[src/rtl/instruction_fetch_unit.sv]
// Fetch stage: owns the PC, issues one word read at a time and hands each word to decode.
// Optional build macro FETCH_MISALIGN_TRAP_EN turns misaligned redirects into a sticky fault and halt.
module instruction_fetch_unit #(
   parameter logic [31:0] RESET_PC  = 32'h0000_0000,
   parameter logic [31:0] NOP_INSTR = 32'h0000_0013
) (
   input  logic        clk,
   input  logic        reset,
   output logic        mem_req_valid,
   input  logic        mem_req_ready,
   output logic [31:0] mem_req_addr,
   input  logic        mem_resp_valid,
   input  logic [31:0] mem_resp_data,
   output logic        instr_valid,
   input  logic        instr_ready,
   output logic [31:0] instr,
   output logic [31:0] instr_pc,
   input  logic        redirect_valid,
   input  logic [31:0] redirect_pc,
   output logic        fetch_fault
);

`ifdef FETCH_MISALIGN_TRAP_EN
   typedef enum logic [1:0] {S_REQ, S_WAIT, S_OUT, S_HALT} state_t;
`else
   typedef enum logic [1:0] {S_REQ, S_WAIT, S_OUT} state_t;
`endif

   state_t      state;
   logic [31:0] pc;
   logic [31:0] inflight_pc;
   logic        drop;
   logic        handshake;
   logic [31:0] redirect_target;

   assign mem_req_addr = pc;
   assign handshake    = (state == S_REQ) && mem_req_valid && mem_req_ready;

`ifdef FETCH_MISALIGN_TRAP_EN
   logic misaligned;
   assign redirect_target = redirect_pc;
   assign misaligned      = redirect_valid && (redirect_pc[1:0] != 2'b00);
`else
   logic unused_low_bits;
   assign redirect_target = {redirect_pc[31:2], 2'b00};
   assign unused_low_bits = ^redirect_pc[1:0];
   assign fetch_fault     = 1'b0;
`endif

   // A redirect always wins; drop marks a response that is still owed but no longer wanted.
   always_ff @(posedge clk or posedge reset) begin
      if (reset) begin
         state         <= S_REQ;
         pc            <= RESET_PC;
         inflight_pc   <= 32'h0;
         drop          <= 1'b0;
         instr         <= NOP_INSTR;
         instr_pc      <= 32'h0;
         instr_valid   <= 1'b0;
         mem_req_valid <= 1'b0;
`ifdef FETCH_MISALIGN_TRAP_EN
         fetch_fault   <= 1'b0;
`endif
      end else begin
`ifdef FETCH_MISALIGN_TRAP_EN
         if (state != S_HALT && misaligned) begin
            state         <= S_HALT;
            fetch_fault   <= 1'b1;
            instr_valid   <= 1'b0;
            instr         <= NOP_INSTR;
            mem_req_valid <= 1'b0;
         end else
`endif
         case (state)
            S_REQ: begin
               if (redirect_valid) pc <= redirect_target;
               if (handshake) begin
                  inflight_pc   <= pc;
                  drop          <= redirect_valid;
                  mem_req_valid <= 1'b0;
                  state         <= S_WAIT;
               end else begin
                  mem_req_valid <= 1'b1;
               end
            end
            S_WAIT: begin
               if (mem_resp_valid) begin
                  if (redirect_valid || drop) begin
                     if (redirect_valid) pc <= redirect_target;
                     drop          <= 1'b0;
                     mem_req_valid <= 1'b1;
                     state         <= S_REQ;
                  end else begin
                     instr       <= mem_resp_data;
                     instr_pc    <= inflight_pc;
                     pc          <= inflight_pc + 32'd4;
                     instr_valid <= 1'b1;
                     state       <= S_OUT;
                  end
               end else if (redirect_valid) begin
                  pc   <= redirect_target;
                  drop <= 1'b1;
               end
            end
            S_OUT: begin
               if (redirect_valid || instr_ready) begin
                  if (redirect_valid) pc <= redirect_target;
                  instr_valid   <= 1'b0;
                  instr         <= NOP_INSTR;
                  mem_req_valid <= 1'b1;
                  state         <= S_REQ;
               end
            end
`ifdef FETCH_MISALIGN_TRAP_EN
            S_HALT: begin
            end
`endif
            default: begin
               state <= S_REQ;
            end
         endcase
      end
   end

endmodule

[config.mk]
export PLATFORM = sky130hd
export DESIGN_NAME = instruction_fetch_unit
export DESIGN_NICKNAME = d
export VERILOG_FILES = /design/src/rtl/instruction_fetch_unit.sv
export SDC_FILE = /design/constraint.sdc
export NUM_CORES = 1
export LEC_CHECK = 0
export CORE_UTILIZATION = 29
export CTS_CLUSTER_DIAMETER = 40
export CTS_CLUSTER_SIZE = 8
export DETAILED_ROUTE_END_ITERATION = 16
export SLEW_MARGIN = 20
export SYNTH_ARGS = -nofsm -noshare
export SYNTH_HDL_FRONTEND = slang
export SYNTH_SLANG_ARGS = --single-unit
[constraint.sdc]
create_clock -name clk -period 5.2 [get_ports clk]
set_input_delay 1.56 -clock clk [delete_from_list [all_inputs] [get_ports clk]]
set_output_delay 1.56 -clock clk [all_outputs]
set_load 0.02 [all_outputs]
==> reports/qor.csv <==
stage,metric,value,unit
run_status,status,"complete, no violations",
power,internal-power,3.22,mW
power,p_sw_share,38.0,%
yosys,synth_compound_gate_area_share,12.8,%
placement,port_buffers,165,
grt,grt_util_all_layers,16.8,%
yosys,yosysWarningCount,0,
die,die-width,146,um
die,core,20300,sq um
sta,slew_viol_final,0,
yosys,yosysSeqAreaShare,55.1,%
power,powerDensity,607,nW/um^2
sta,hold_viol_final,0,
power,p_leak,3.75,nW
cts,clk_pin_slew,0.06,ns
grt,grt_pass1_wl,28000,um
setup_path,crit_path_cell_trace,clkdlybuf4s50_1 -> nor3b_2 -> nor2_1 -> buf_4 -> nand2_1 -> o21ai_0,
cts,clock_latency,0.42,ns
layout,antennaDiodeCount,0,
setup_path,crit_slowest_cell,clkdlybuf4s50_1,
yosys,syn_inst,600,
sta,skew,0.00975,ns
power,pwr-share-seq,36.4,%
setup_path,path_buf_inv,2,
yosys,synth-xor-area-share,3.62,%
power,p_comb_share,40.5,%
grt,grt_pass1_vias,5089,
grt,antenna_found_initial,0,
route,drc_errors,0,
cts,post_cts_buffers,0,
cts,clkSinkCount,133,
sta,setup_tns,0,ns
setup_path,endpoint_kind,flip-flop,
yosys,ys_async_sr_fraction,100,%
power,switching_power,1.97,mW
yosys,netlist_area,6040,sq um
setup_path,worstPathArrival,4.30,ns
setup_path,cpPeakStageDelay,0.96,ns
sta,fin_crit,3.97,ns
placement,placed_area,7960,sq um
yosys,synth-main-ff-cell,dfrtp_1,
sta,slew_headroom,44.1,%
yosys,ys_seq_elements,133,
cts,clock_tree.buffer_depth,2,
placement,pre_cts_ws,0.924,ns
setup_path,worst-setup-path-type,primary input to flip-flop,
sta,worst_pin_slew,0.837,ns
sta,finalCritPeriodShare,76.4,%
cts,root_buffer,clkbuf_16,
layout,area_growth,41.6,%
layout,drive_above_1_share,11.5,%
sta,fmax,252,MHz
cts,cts_buffers,17,
cts,cts_hold_buf,0,
die,die_y,146,um
power,vdd_drop_max,270,uV
route,wirelength,17200,um
yosys,synth_edf_count,0,
yosys,yosys.area_share.adder,1.24,%
die,num_io_pins,169,
yosys,syn_nets,676,
cts,htree_levels,4,
grt,grt.overflow.total,0,
layout,fin_area,8560,sq um
placement,routabilityCongestion,0.751,
die,start_util,29.8,%
yosys,muxShareOfSynthArea,6.34,%
layout,fin_nets,835,
yosys,synth_top_family_by_area,simple AND/OR/NAND/NOR gates,
sta,finalSetupViolations,0,
grt,grt_max_degree,111,
placement,post-dp-hpwl,11300,um
job,cap_violations,0,
yosys,synthSimpleGateAreaFrac,16.1,%
route,wl_per_cell,16.5,um
min_path,min_path_type,flip-flop to flip-flop,
setup_path,worstSetupStartpointType,primary input,
route,drtIter0Drc,230,
route,final_antenna_net_count,0,
cts,cts_tree,yes,
setup_path,critPathRequiredTime,5.52,ns
setup_path,cp_top_family,buffers and inverters,
power,p_clk_share,23.1,%
yosys,synth.distinct_cells,45,
cts,cts_resized,0,
die,core.rowCount,52,
route,first_pass_iters,4,
route,via_count,4859,
die,dieArea,21400,sq um
sta,setup_ws,1.23,ns
route,avgViaCountPerCell,4.67,
sta,rsz0062_at_grt,false,
yosys,syn_area_per_cell,10.1,sq um
setup_path,path_max_fanout,19,
[worst paths after layout]
check | startpoint | to | slack [ns] | cells past startpoint
min | instr_pc[22]$_DFFE_PP0P_ | instr_pc[22]$_DFFE_PP0P_ | 0.47 | 2
max reg2reg | state[0]$_DFFE_PP0P_ | mem_req_addr[28]$_DFFE_PP0P_ | 2.36 | 8
min in group asynchronous | reset | instr[20]$_DFFE_PP0P_ | 1.66 | 2
max | redirect_valid | mem_req_addr[28]$_DFFE_PP0P_ | 1.23 | 6
max in group asynchronous | reset | instr[1]$_DFFE_PP1P_ | 2.58 | 3
min reg2reg | instr_pc[22]$_DFFE_PP0P_ | instr_pc[22]$_DFFE_PP0P_ | 0.47 | 2
[worst register-to-register path, stage by stage, from the launching register on]
cell and delay [ns]:
dfrtp_1 0.38, inv_1 0.10, ha_1 0.20, buf_4 0.24
nor3b_2 0.23, nor2_1 0.52, buf_4 0.25, nand2_1 0.50
o21ai_0 0.33
[cells in the final DEF (no fill, tap or decap), drive strengths merged, types with 5 or more instances in the layout]
cell / n
a21oi: 13
clkdlybuf4s50: 165
a22oi: 21
nand2: 143
nor2: 20
mux2: 34
inv: 40
dfrtp: 130
o22ai: 5
xor2: 13
o21ai: 40
and4: 9
nand4: 5
ha: 6
nand3: 16
nor3: 6
buf: 8
o31ai: 29
xnor2: 12
clkbuf: 18
[power by group through the flow]
stage               clock network, mW  registers [mW]  logic, mW
floorplan                           0            2.21      0.813
global placement                    0            1.90       2.10
detailed placement                  0            1.90       2.12
CTS                              1.24            1.89       2.13
global route                     1.28            1.97       2.28
finish                           1.20            1.89       2.10
[registers in the layout (all words and copies together), names as in the netlist]
signal and count:
drop 1, inflight_pc 32, instr 32, instr_pc 32, instr_valid 1, mem_req_addr 32, mem_req_valid 1, state 2
[synthesized netlist by cell type, types with 3 or more instances]
master | count | area share (%)
nand4_1 | 4 | 0.41
mux2_2 | 34 | 6.3
and4_1 | 7 | 1.0
nand2b_1 | 3 | 0.31
ha_1 | 6 | 1.2
a22oi_1 | 21 | 2.6
o22ai_1 | 5 | 0.52
nor2_1 | 19 | 1.2
and2_1 | 3 | 0.31
xnor2_1 | 12 | 1.7
a21oi_1 | 13 | 1.1
xor2_1 | 13 | 1.9
nand2_1 | 142 | 8.8
a31oi_1 | 3 | 0.31
dfrtp_1 | 130 | 54
dfstp_2 | 3 | 1.3
buf_2 | 14 | 1.2
nand3_1 | 15 | 1.2
and3_1 | 3 | 0.31
o21ai_0 | 20 | 1.7
nor3_1 | 5 | 0.41
o31ai_1 | 29 | 3.6
inv_1 | 36 | 2.2
o21ai_1 | 19 | 1.6
clkbuf_1 | 17 | 1.1
[through the flow]
| step | util, % | total power, mW | hold WS, ns | instances |
|---|---|---|---|---|
| final | 42.2 | 5.20 | 0.468 | 1041 |
| after global routing | 42.2 | 5.53 | 0.492 | 1041 |
| after CTS | 42.1 | 5.26 | 0.475 | 1041 |
| after detailed placement | 39.2 | 4.02 | 0.461 | 1010 |
| after global placement | 39.2 | 3.99 | 0.459 | 1010 |
| after floorplan | - | 3.02 | 0.456 | 600 |
[area by class of cell]
cell class,instances,area (sq um)
well taps,270,338
flip-flops and latches,133,3330
multi-input cells,398,2440
clock inverters,13,149
repair buffers,173,1710
fillers,2008,11700
clock buffers,18,439
inverters,36,143
[kinds of logic after synthesis]
kind of cell	after synthesis
AOI/OAI and AO/OA	120
xor gates and xnor gates	25
adders and majority gates	6
buffers and inverters	69
DFF	133
muxes	34
other	1
and+or+nand+nor	212
[routing by layer]
| metal | GRT usage [%] | wire length (um) | vias up |
|---|---|---|---|
| met5 | 0 | 0 | - |
| met2 | 26.2 | 7860 | 136 |
| met1 | 21.8 | 7850 | 2339 |
| met4 | 5.52 | 199 | 0 |
| met3 | 5.78 | 1280 | 17 |
| li1 | - | - | 2367 |
(Power assumes the default switching activity.)
